$ cat src/rtl/tqv_gpio_pkg.sv
// Shared constants for the tinyQV GPIO peripheral: register word offsets and bus defaults.
package tqv_gpio_pkg;

  localparam logic [2:0] GPIO_OUT      = 3'd0;
  localparam logic [2:0] GPIO_IN       = 3'd1;
  localparam logic [2:0] GPIO_IRQ_EN   = 3'd2;
  localparam logic [2:0] GPIO_IRQ_PEND = 3'd3;
  localparam logic [2:0] GPIO_OUT_SET  = 3'd4;
  localparam logic [2:0] GPIO_OUT_CLR  = 3'd5;
  localparam logic [2:0] GPIO_OUT_TGL  = 3'd6;

  // Falling-edge enable/pend bits live in the upper half-word.
  localparam int FALL_SHIFT = 16;

  localparam logic [31:0] UNMAPPED_RD = 32'hFFFF_FFFF;

endpackage

$ cat src/rtl/tqv_sync_edge.sv
// Single-bit input synchroniser followed by a "previous" flop for edge detection.
module tqv_sync_edge #(
  parameter int STAGES = 2
) (
  input  logic clk,
  input  logic rstn,
  input  logic i_d,
  output logic sync,
  output logic rise,
  output logic fall
);

  logic [STAGES-1:0] r_chain;
  logic              r_prev;

  always_ff @(posedge clk or negedge rstn) begin
    if (!rstn) begin
      r_chain <= '0;
      r_prev  <= 1'b0;
    end else begin
      r_chain <= {r_chain[STAGES-2:0], i_d};
      r_prev  <= r_chain[STAGES-1];
    end
  end

  assign sync = r_chain[STAGES-1];
  assign rise = sync & ~r_prev;
  assign fall = ~sync & r_prev;

endmodule

$ cat src/rtl/tqv_gpio_irq.sv
// GPIO peripheral: output register with atomic set/clear/toggle, synchronised inputs,
// per-pin rising/falling edge interrupts with W1C pending bits and a level irq.
module tqv_gpio_irq
  import tqv_gpio_pkg::*;
#(
  parameter int                   NUM_IN      = 8,
  parameter int                   NUM_OUT     = 8,
  parameter int                   SYNC_STAGES = 2,
  parameter logic [NUM_OUT-1:0]   OUT_RESET   = '0
) (
  input  logic               clk,
  input  logic               rstn,
  input  logic               sel,
  input  logic [2:0]         addr,
  input  logic [1:0]         write_n,
  input  logic [1:0]         read_n,
  input  logic [31:0]        data_in,
  output logic [31:0]        data_out,
  input  logic [NUM_IN-1:0]  gpio_in,
  output logic [NUM_OUT-1:0] gpio_out,
  output logic               irq
);

  logic [NUM_OUT-1:0] r_out;
  logic [NUM_IN-1:0]  r_en_rise, r_en_fall;
  logic [NUM_IN-1:0]  r_pend_rise, r_pend_fall;

  logic [NUM_IN-1:0]  w_sync, w_rise, w_fall;
  logic [NUM_IN-1:0]  w_clr_rise, w_clr_fall;
  logic               w_wr;
  logic [31:0]        w_rd;
  logic               w_unused;

  for (genvar gi = 0; gi < NUM_IN; gi++) begin : g_sync
    tqv_sync_edge #(.STAGES(SYNC_STAGES)) u_sync (
      .clk  (clk),
      .rstn (rstn),
      .i_d  (gpio_in[gi]),
      .sync (w_sync[gi]),
      .rise (w_rise[gi]),
      .fall (w_fall[gi])
    );
  end

  assign w_wr       = sel && (write_n != 2'b11);
  assign w_clr_rise = (w_wr && addr == GPIO_IRQ_PEND) ? data_in[NUM_IN-1:0] : '0;
  assign w_clr_fall = (w_wr && addr == GPIO_IRQ_PEND) ? data_in[FALL_SHIFT +: NUM_IN] : '0;

  always_ff @(posedge clk or negedge rstn) begin
    if (!rstn) begin
      r_out <= OUT_RESET;
    end else if (w_wr) begin
      case (addr)
        GPIO_OUT:     r_out <= data_in[NUM_OUT-1:0];
        GPIO_OUT_SET: r_out <= r_out | data_in[NUM_OUT-1:0];
        GPIO_OUT_CLR: r_out <= r_out & ~data_in[NUM_OUT-1:0];
        GPIO_OUT_TGL: r_out <= r_out ^ data_in[NUM_OUT-1:0];
        default:      r_out <= r_out;
      endcase
    end
  end

  always_ff @(posedge clk or negedge rstn) begin
    if (!rstn) begin
      r_en_rise <= '0;
      r_en_fall <= '0;
    end else if (w_wr && addr == GPIO_IRQ_EN) begin
      r_en_rise <= data_in[NUM_IN-1:0];
      r_en_fall <= data_in[FALL_SHIFT +: NUM_IN];
    end
  end

  // A new enabled edge in the same cycle as a W1C keeps the bit set.
  always_ff @(posedge clk or negedge rstn) begin
    if (!rstn) begin
      r_pend_rise <= '0;
      r_pend_fall <= '0;
    end else begin
      r_pend_rise <= (r_pend_rise & ~w_clr_rise) | (w_rise & r_en_rise);
      r_pend_fall <= (r_pend_fall & ~w_clr_fall) | (w_fall & r_en_fall);
    end
  end

  always_comb begin
    w_rd = '0;
    if (!sel) begin
      w_rd = UNMAPPED_RD;
    end else begin
      case (addr)
        GPIO_OUT: w_rd[NUM_OUT-1:0] = r_out;
        GPIO_IN:  w_rd[NUM_IN-1:0]  = w_sync;
        GPIO_IRQ_EN: begin
          w_rd[NUM_IN-1:0]           = r_en_rise;
          w_rd[FALL_SHIFT +: NUM_IN] = r_en_fall;
        end
        GPIO_IRQ_PEND: begin
          w_rd[NUM_IN-1:0]           = r_pend_rise;
          w_rd[FALL_SHIFT +: NUM_IN] = r_pend_fall;
        end
        default: w_rd = UNMAPPED_RD;
      endcase
    end
  end

  assign data_out = w_rd;
  assign gpio_out = r_out;
  assign irq      = (|(r_pend_rise & r_en_rise)) | (|(r_pend_fall & r_en_fall));

  // Reads have no side effects, and not every data bit maps to a register.
  assign w_unused = &{1'b0, read_n, data_in};

endmodule
$ cat config.mk
export PLATFORM = sky130hd
export DESIGN_NAME = tqv_gpio_irq
export DESIGN_NICKNAME = d
export VERILOG_FILES = /design/src/rtl/tqv_gpio_pkg.sv /design/src/rtl/tqv_sync_edge.sv /design/src/rtl/tqv_gpio_irq.sv
export SDC_FILE = /design/constraint.sdc
export NUM_CORES = 1
export LEC_CHECK = 0
export ABC_CLOCK_PERIOD_IN_PS = 1400
export CORE_ASPECT_RATIO = 1.75
export CORE_MARGIN = 1
export CORE_UTILIZATION = 49
export DETAILED_ROUTE_END_ITERATION = 8
export PLACE_DENSITY = 0.93
export RECOVER_POWER = 100
export REMOVE_ABC_BUFFERS = 1
export SLEW_MARGIN = 20
export SYNTH_ARGS = -nofsm -noshare
export SYNTH_HDL_FRONTEND = slang
export SYNTH_SLANG_ARGS = --single-unit
$ cat constraint.sdc
create_clock -name clk -period 1.4 [get_ports clk]
set_input_delay 0.14 -clock clk [delete_from_list [all_inputs] [get_ports clk]]
set_output_delay 0.14 -clock clk [all_outputs]
set_load 0.1 [all_outputs]
==> results of run 1 <==
## flip-flops by register name, indices dropped and copies added, names as in the netlist
| register | cells |
|---|---|
| g_sync.u_sync.r_prev | 8 |
| gpio_out | 8 |
| r_pend_rise | 8 |
| r_en_rise | 8 |
| r_pend_fall | 8 |
| r_en_fall | 8 |
| g_sync.u_sync.r_chain | 16 |
## worst paths after layout
kind,to,slack [ns]
min in group asynchronous,gpio_out[7]$_DFFE_PN0P_,0.36
min,g_sync[0].u_sync.r_chain[1]$_DFF_PN0_,0.35
min reg2reg,g_sync[0].u_sync.r_chain[1]$_DFF_PN0_,0.35
max reg2reg,gpio_out[3]$_DFFE_PN0P_,-0.12
max,data_out[6],-0.40
max in group asynchronous,r_pend_rise[4]$_DFF_PN0_,0.07
## cells in the final DEF, fill, tap and decap left out, types with 3 or more instances in the layout
cell type,netlist,routed
sky130_fd_sc_hd__a21oi_2,0,5
sky130_fd_sc_hd__a221oi_2,0,10
sky130_fd_sc_hd__a22o_1,12,12
sky130_fd_sc_hd__a22oi_1,8,6
sky130_fd_sc_hd__buf_12,0,45
sky130_fd_sc_hd__buf_4,18,35
sky130_fd_sc_hd__buf_6,7,20
sky130_fd_sc_hd__clkbuf_1,2,6
sky130_fd_sc_hd__clkbuf_16,0,9
sky130_fd_sc_hd__clkbuf_8,0,3
sky130_fd_sc_hd__clkdlybuf4s50_1,0,18
sky130_fd_sc_hd__dfrtp_1,64,63
sky130_fd_sc_hd__dlygate4sd3_1,0,9
sky130_fd_sc_hd__ha_1,16,9
sky130_fd_sc_hd__ha_4,0,5
sky130_fd_sc_hd__inv_1,18,17
sky130_fd_sc_hd__mux2_2,6,6
sky130_fd_sc_hd__mux2_4,10,10
sky130_fd_sc_hd__mux2i_1,10,4
sky130_fd_sc_hd__mux2i_2,0,4
sky130_fd_sc_hd__nand2_1,33,33
sky130_fd_sc_hd__nand2b_1,9,6
sky130_fd_sc_hd__nand2b_4,0,3
sky130_fd_sc_hd__nor2_1,22,20
sky130_fd_sc_hd__o21ai_1,3,4
sky130_fd_sc_hd__o21ai_2,0,18
sky130_fd_sc_hd__o2bb2ai_1,16,15
sky130_fd_sc_hd__or2b_1,4,4
## routing by layer
metal  up-vias  global-route usage [%]  routed length [microns]
li1       1330                       -                        -
met1      1662                   42.32                     4999
met3        78                   8.537                      784
met2       221                   59.51                     7113
met5         -                       0                        0
met4         0                   24.20                      883
## repair_timing
action,in CTS,in global routing
hold endpoints to repair,11,0
gates resized for setup,82,56
hold buffers,1,0
cloned,1,0
buffers inserted,16,7
pin swaps,18,21
setup endpoints to repair,73,43
## layout make-up
cell class	instances	area (sq um)
timing repair buffer	138	1760
sequential	64	1603
multi-input combinational	200	1866
timing repair inverter	1	6.256
clock buffer	15	267.8
inverter	20	82.58
fill	303	948.4
tap	82	102.6
## power by group through the flow
stage / Combinational (mW) / Sequential [mW] / Clock (mW)
final: 3.21 / 2.52 / 2.10
after global routing: 3.32 / 2.53 / 2.17
after CTS: 2.92 / 2.44 / 2.04
after detailed placement: 2.65 / 2.43 / 0
after global placement: 2.54 / 2.40 / 0
after floorplan: 1.08 / 2.75 / 0
## through the flow
step	TNS (ns)	cell area, sq um
6_report	-7.546	5688
5_1_grt	-12.81	5688
4_1_cts	-1.954	5465
3_5_place_dp	-33.52	4922
3_3_place_gp	-28.94	4922
2_1_floorplan	-262.55	3186
## cells by family after synthesis
group           synth area share [%]
fa+ha+maj                      5.867
mux                            9.314
compound gates                 18.04
buf+inv                        8.911
simple gates                   10.93
flops                          46.94
==> key figures, run 1 <==
Min path
  – Number of stages on the worst hold path: 0
  – Type of the worst min-delay path: flip-flop to flip-flop
  – Critical hold path startpoint: g_sync[0].u_sync.r_chain[0]$_DFF_PN0_

Synthesis
  – Synth top area share: 46.94%
  – Predominant post-synthesis flop cell: sky130_fd_sc_hd__dfrtp_1
  – Leading cell types by count after synthesis: sky130_fd_sc_hd__dfrtp_1 (64), sky130_fd_sc_hd__nand2_1 (33), sky130_fd_sc_hd__nor2_1 (22), sky130_fd_sc_hd__o21ai_0 (21)
  – Flip-flop and latch count after synthesis: 64
  – Synthesized area per cell: 10.94 sq um
  – Number of flops mapped to enable cells by yosys: 0
  – Post-synthesis instance area: 3412 sq um
  – Dominant cell by count in the synthesized netlist: sky130_fd_sc_hd__dfrtp_1
  – Sequential share of the synthesized area: between 40% and 50%
  – Most area-consuming cells after synthesis: sky130_fd_sc_hd__dfrtp_1 (47%), sky130_fd_sc_hd__ha_1 (5.9%), sky130_fd_sc_hd__mux2_4 (4.4%)
  – Count of different cell masters after synthesis: 33
  – Share of flip-flops with an asynchronous set or reset after synthesis: 100.0%
  – Count of mapped cells out of synthesis: around 310
  – Warnings from Yosys: 0
  – Cell type contributing the most total cell area after synthesis: sky130_fd_sc_hd__dfrtp_1

Power
  – Net load switching power: between 2 and 3 mW
  – Net switching share of the total power: 37.93%
  – Seq pwr share: 32.2%
  – Power share of the combinational group: 41.0%
  – Leakage power figure: 2.515 nW
  – Total power per unit cell area: roughly 1400 nW/um^2
  – Part of the power in the clock network: 26.8%
  – Final Power: 7.838 mW
  – Worst IR drop on VDD: 1066 uV
  – Pint: 4.864 mW

Run
  – Count of max-cap constraint violations: 0

Run status
  – Violated checks: negative setup slack
  – Outcome: finished with violations

Clock network
  – TritonCTS buffer count: 9
  – CTS Root Buffer Type: sky130_fd_sc_hd__clkbuf_16
  – Clock-pin slew reported for the worst setup and hold paths after clock tree synthesis: 0.05 ns
  – Number of clock sinks seen by CTS: 64
  – Max clock buf depth: 2
  – Skew-Pair Late Insertion Delay: roughly 0.34 ns
  – Level count of the clock H-tree: 3
  – TritonCTS clock tree: built

Critical path
  – Slowest cell on the critical path: sky130_fd_sc_hd__nor2b_2
  – Kind of end point of the critical path: output pin
  – Cells along the critical path: dlygate4sd2_1 -> nor2b_2 -> clkinv_4 -> a221oi_2 -> o21ai_2 -> buf_12
  – Delay-heaviest family, CP: buffers and inverters
  – Data required time of the worst path: around 1.3 ns
  – Sum of buffers and inverters on the critical path: 3
  – Category of the worst setup path launch point: primary input
  – Worst reg2reg startpoint: gpio_out[3]$_DFFE_PN0P_
  – Total number of cells along the worst setup path: 6
  – Peak fanout along the critical path: 5
  – Launching instance or port of the critical path: sel
  – Longest individual stage delay on the worst path: 0.43 ns
  – R2R depth: 6
  – Type of the worst setup path: primary input to output pin
  – Arrival time worst endpoint: 1.66 ns

Placed design
  – Final HPWL DP: around 7300 microns
  – Instance count after placement with tap cells included: approximately 500
  – Post-Place Worst Slack: -0.6509 ns
  – Placer Congestion: 0.8928
  – IO Port Bufs: 72

Global route
  – Number of global-route vias before repair: around 3400
  – Wire length of the first global-routing pass: 19490 microns
  – Number of antenna violations at the first check in global routing: 0
  – Largest net degree at the start of global routing: 54
  – Combined global-route utilization of all metal layers: 36.68%
  – Total congestion overflow: 0

Timing
  – Ratio of final minimum period to clock period: 128.7%
  – Final Critical Period: approximately 1.8 ns
  – Final Hold Fails: 0
  – Final-layout worst hold slack: 0.3454 ns
  – Highest achievable clock rate: roughly 550 MHz
  – Final Max Slew Viols: 0
  – Pin slew with the least headroom to its limit: 0.6803 ns
  – Rel. slew slack: 54.64%
  – RSZ-0062 raised after global routing: yes
  – Total setup violations reported at the end of the flow: 76
  – Final WS setup: -0.4024 ns
  – Worst setup skew after layout: 0.007093 ns

Route
  – Number of remaining DRC errors: 0
  – WL/cell: 26.50 microns
  – Final antenna-violating net count: 0
  – Vias post-DR: 3291
  – DRC violation total after the first TritonRoute iteration: 365
  – Length of the first detailed-routing pass in iterations: 5
  – Routed wire length: 13780 microns
  – Routed via count divided by cell count: 6.329

Layout
  – Diodes inserted: 0
  – Synthesis-to-finish area growth: 66.70%
  – Core Util, Final: 85.71%
  – Number of nets in the layout: 500
  – Final std cells w/o fill: 520
  – Share of final-layout standard cells stronger than drive strength 1: 46.80%

Floorplan
  – Die height: 112.4 microns
  – Number of top-level pins: 91
  – Row count: 39
  – Std-Cell Core Area: 6636 sq um
  – Horizontal extent of the die: 65.08 microns
  – Initial core utilization: 51.41%
  – Die area: 7314 sq um
No activity file was read; power rests on OpenSTA's default activity.
==> run 2: changes to the inputs <==
--- a/config.mk
+++ b/config.mk
@@ -5,11 +5,11 @@
 export SDC_FILE = /design/constraint.sdc
 export NUM_CORES = 1
 export LEC_CHECK = 0
-export ABC_CLOCK_PERIOD_IN_PS = 1400
 export CORE_ASPECT_RATIO = 1.75
-export CORE_MARGIN = 1
+export CORE_MARGIN = 3
 export CORE_UTILIZATION = 49
 export DETAILED_ROUTE_END_ITERATION = 8
+export HOLD_SLACK_MARGIN = 0.05
 export PLACE_DENSITY = 0.93
 export RECOVER_POWER = 100
 export REMOVE_ABC_BUFFERS = 1
==> run 2 against run 1 <==
  * The run still ends with negative setup slack left
  * First-iteration DRC count fell by 14%
  * Sequential power hardly changed
  * Die area grew 9.9%
  * Global-route usage down 2.6 points
  * Sequential share of layout area decreased by 0.68 points
  * Routed wire length is 7.8% higher
  * Critical endpoint is now irq
==> key figures, run 2 (synthesized netlist as in run 1, its figures left out) <==
Run status
  – Outcome: finished with violations (unchanged)
  – Violated checks: negative setup slack (unchanged)

Route
  – WL/cell: 27.86 microns (was 26.50 microns)
  – Routed wire length: 14850 microns (was 13780 microns)
  – Number of remaining DRC errors: 0 (unchanged)
  – Length of the first detailed-routing pass in iterations: 6 (was 5)
  – Final antenna-violating net count: 0 (unchanged)
  – Routed via count divided by cell count: 6.454 (was 6.329)
  – DRC violation total after the first TritonRoute iteration: 314 (was 365)
  – Vias post-DR: 3440 (was 3291)

Floorplan
  – Row count: 39 (unchanged)
  – Die area: 8040 sq um (was 7314 sq um)
  – Initial core utilization: 51.41% (unchanged)
  – Std-Cell Core Area: 6636 sq um (unchanged)
  – Horizontal extent of the die: 69.08 microns (was 65.08 microns)
  – Number of top-level pins: 91 (unchanged)
  – Die height: 116.4 microns (was 112.4 microns)

Clock network
  – TritonCTS buffer count: 9 (unchanged)
  – Number of clock sinks seen by CTS: 64 (unchanged)
  – Max clock buf depth: 2 (unchanged)
  – TritonCTS clock tree: built (unchanged)
  – CTS Root Buffer Type: sky130_fd_sc_hd__clkbuf_16 (unchanged)
  – Level count of the clock H-tree: 3 (unchanged)
  – Skew-Pair Late Insertion Delay: 0.34 ns (about the same)
  – Clock-pin slew reported for the worst setup and hold paths after clock tree synthesis: 0.05 ns (about the same)

Layout
  – Diodes inserted: 0 (unchanged)
  – Number of flip-flops under the largest register name: 16 (unchanged)
  – Core Util, Final: 88.16% (was 85.71%)
  – Leading cell type in the layout, fill and taps excluded: sky130_fd_sc_hd__dfrtp_1 (unchanged)
  – Layout fillers: 267 (was 303)
  – Number of nets in the layout: 513 (was 500)
  – Most frequent cells in the layout: sky130_fd_sc_hd__dfrtp_1 (58), sky130_fd_sc_hd__buf_4 (48), sky130_fd_sc_hd__buf_12 (43), sky130_fd_sc_hd__nand2_1 (33), sky130_fd_sc_hd__nor2_1 (20) (was sky130_fd_sc_hd__dfrtp_1 (63), sky130_fd_sc_hd__buf_12 (45), sky130_fd_sc_hd__buf_4 (35), sky130_fd_sc_hd__nand2_1 (33))
  – Share of final-layout standard cells stronger than drive strength 1: 50.11% (was 46.80%)
  – Largest register by flop count: g_sync.u_sync.r_chain (unchanged)
  – Post-route design area: 5851 sq um (was 5688 sq um)
  – Synthesis-to-finish area growth: 71.47% (was 66.70%)

Global route
  – Total congestion overflow: 0 (unchanged)
  – Largest net degree at the start of global routing: 65 (was 54)
  – Wire length of the first global-routing pass: 20590 microns (was 19490 microns)
  – Combined global-route utilization of all metal layers: 34.11% (was 36.68%)
  – Number of antenna violations at the first check in global routing: 0 (unchanged)
  – Number of global-route vias before repair: 3654 (was 3412)

Run
  – Count of max-cap constraint violations: 0 (unchanged)

Timing
  – RSZ-0062 raised after global routing: yes (unchanged)
  – Total setup violations reported at the end of the flow: 64 (was 76)
  – Rel. slew slack: 40.22% (was 54.64%)
  – Final Hold Fails: 0 (unchanged)
  – Final Max Slew Viols: 0 (unchanged)
  – Ratio of final minimum period to clock period: 135.4% (was 128.7%)
  – Final WS setup: -0.4958 ns (was -0.4024 ns)
  – Final Critical Period: 1.896 ns (was 1.802 ns)
  – Pin slew with the least headroom to its limit: 0.8966 ns (was 0.6803 ns)
  – Highest achievable clock rate: 527.5 MHz (was 554.8 MHz)
  – Worst setup skew after layout: 0.006063 ns (was 0.007093 ns)

Power
  – Total power per unit cell area: 1389 nW/um^2 (was 1378 nW/um^2)
  – Seq pwr share: 31.2% (was 32.2%)
  – Net switching share of the total power: 37.78% (was 37.93%)
  – Pint: 5.056 mW (was 4.864 mW)
  – Part of the power in the clock network: 27.3% (was 26.8%)
  – Worst IR drop on VDD: 880.4 uV (was 1066 uV)
  – Net load switching power: 3.070 mW (was 2.973 mW)
  – Power share of the combinational group: 41.5% (was 41.0%)
  – Leakage power figure: 2.593 nW (was 2.515 nW)

Placed design
  – Final HPWL DP: 7696 microns (was 7266 microns)
  – IO Port Bufs: 72 (unchanged)
  – Placed inst area: 4925 sq um (was 4922 sq um)
  – Placer Congestion: 0.9010 (was 0.8928)

Min path
  – Number of stages on the worst hold path: 3 (was 0)
  – Type of the worst min-delay path: primary input to flip-flop (was flip-flop to flip-flop)

Critical path
  – Data required time of the worst path: 1.26 ns (about the same)
  – Peak fanout along the critical path: 2 (was 5)
  – Kind of end point of the critical path: output pin (unchanged)
  – Category of the worst setup path launch point: flip-flop (was primary input)
  – Type of the worst setup path: flip-flop to output pin (was primary input to output pin)
  – Arrival time worst endpoint: 1.76 ns (was 1.66 ns)
  – R2R depth: 6 (unchanged)
run 2: per-stage QoR:
step	TNS (ns)	setup slack [ns]	instances	hold slack [ns]	power [mW]
floorplan	-262.55	-13.68	284	-0.1556	3.829
finish	-6.942	-0.4958	533	0.3076	8.126
global route	-8.623	-0.4800	533	0.2961	8.327
global placement	-29.49	-0.5461	501	0.1709	4.964
detailed placement	-31.85	-0.6329	501	0.1708	5.113
CTS	-2.215	-0.3691	526	0.2433	7.677
run 2: power groups by stage:
stage,clock network (mW),logic [mW],registers (mW)
after global routing,2.31,3.48,2.54
after floorplan,0,1.08,2.75
after detailed placement,0,2.68,2.43
final,2.22,3.37,2.53
after global placement,0,2.56,2.40
after CTS,2.19,3.05,2.44
run 2: repair_timing:
item / 4_1_cts / 5_1_grt
pin swaps: 18 / 32
gates cloned: 1 / 1
hold endpoints to repair: 64 / 0
resized for setup: 97 / 56
hold buffers: 1 / 0
setup endpoints to repair: 73 / 50
buffers inserted: 15 / 12
run 2: area by class of cell:
cell class                      instances  area, sq um  area share, %
Multi-Input combinational cell        200         1918          32.78
Sequential cell                        64         1609          27.50
Timing Repair inverter                  1        11.26         0.1925
Tap cell                               82        102.6          1.754
Timing Repair Buffer                  151         1837          31.39
Inverter                               20        85.08          1.454
Clock inverter                          4        45.04         0.7699
Clock buffer                           11        242.7          4.149
run 2: critical path, stage by stage (launching register included):
cell and delay [ns]:
sky130_fd_sc_hd__dfrtp_1 0.39, sky130_fd_sc_hd__a22o_1 0.26, sky130_fd_sc_hd__a221oi_2 0.29, sky130_fd_sc_hd__nand4_1 0.25
sky130_fd_sc_hd__buf_12 0.24
run 2: path summary, 6_finish.rpt:
path                                                        from                               endpoint  slack, ns
setup / recovery                        r_pend_fall[5]$_DFF_PN0_                                    irq      -0.50
hold / removal                                        data_in[1]               r_en_rise[1]$_DFFE_PN0P_       0.31
setup reg to reg                         gpio_out[7]$_DFFE_PN0P_                gpio_out[7]$_DFFE_PN0P_      -0.10
hold reg to reg            g_sync[6].u_sync.r_chain[0]$_DFF_PN0_  g_sync[6].u_sync.r_chain[1]$_DFF_PN0_       0.35
max in group asynchronous                                   rstn                gpio_out[1]$_DFFE_PN0P_       0.12
min in group asynchronous                                   rstn  g_sync[2].u_sync.r_chain[1]$_DFF_PN0_       0.64
run 2: per-layer routing:
layer	vias to the layer above	track usage (%)	part of all wire [%]
met5	-	0	0
met4	0	23.21	7.5
met3	108	6.977	7.9
met2	278	60.59	51
met1	1695	36.29	34
li1	1359	-	-
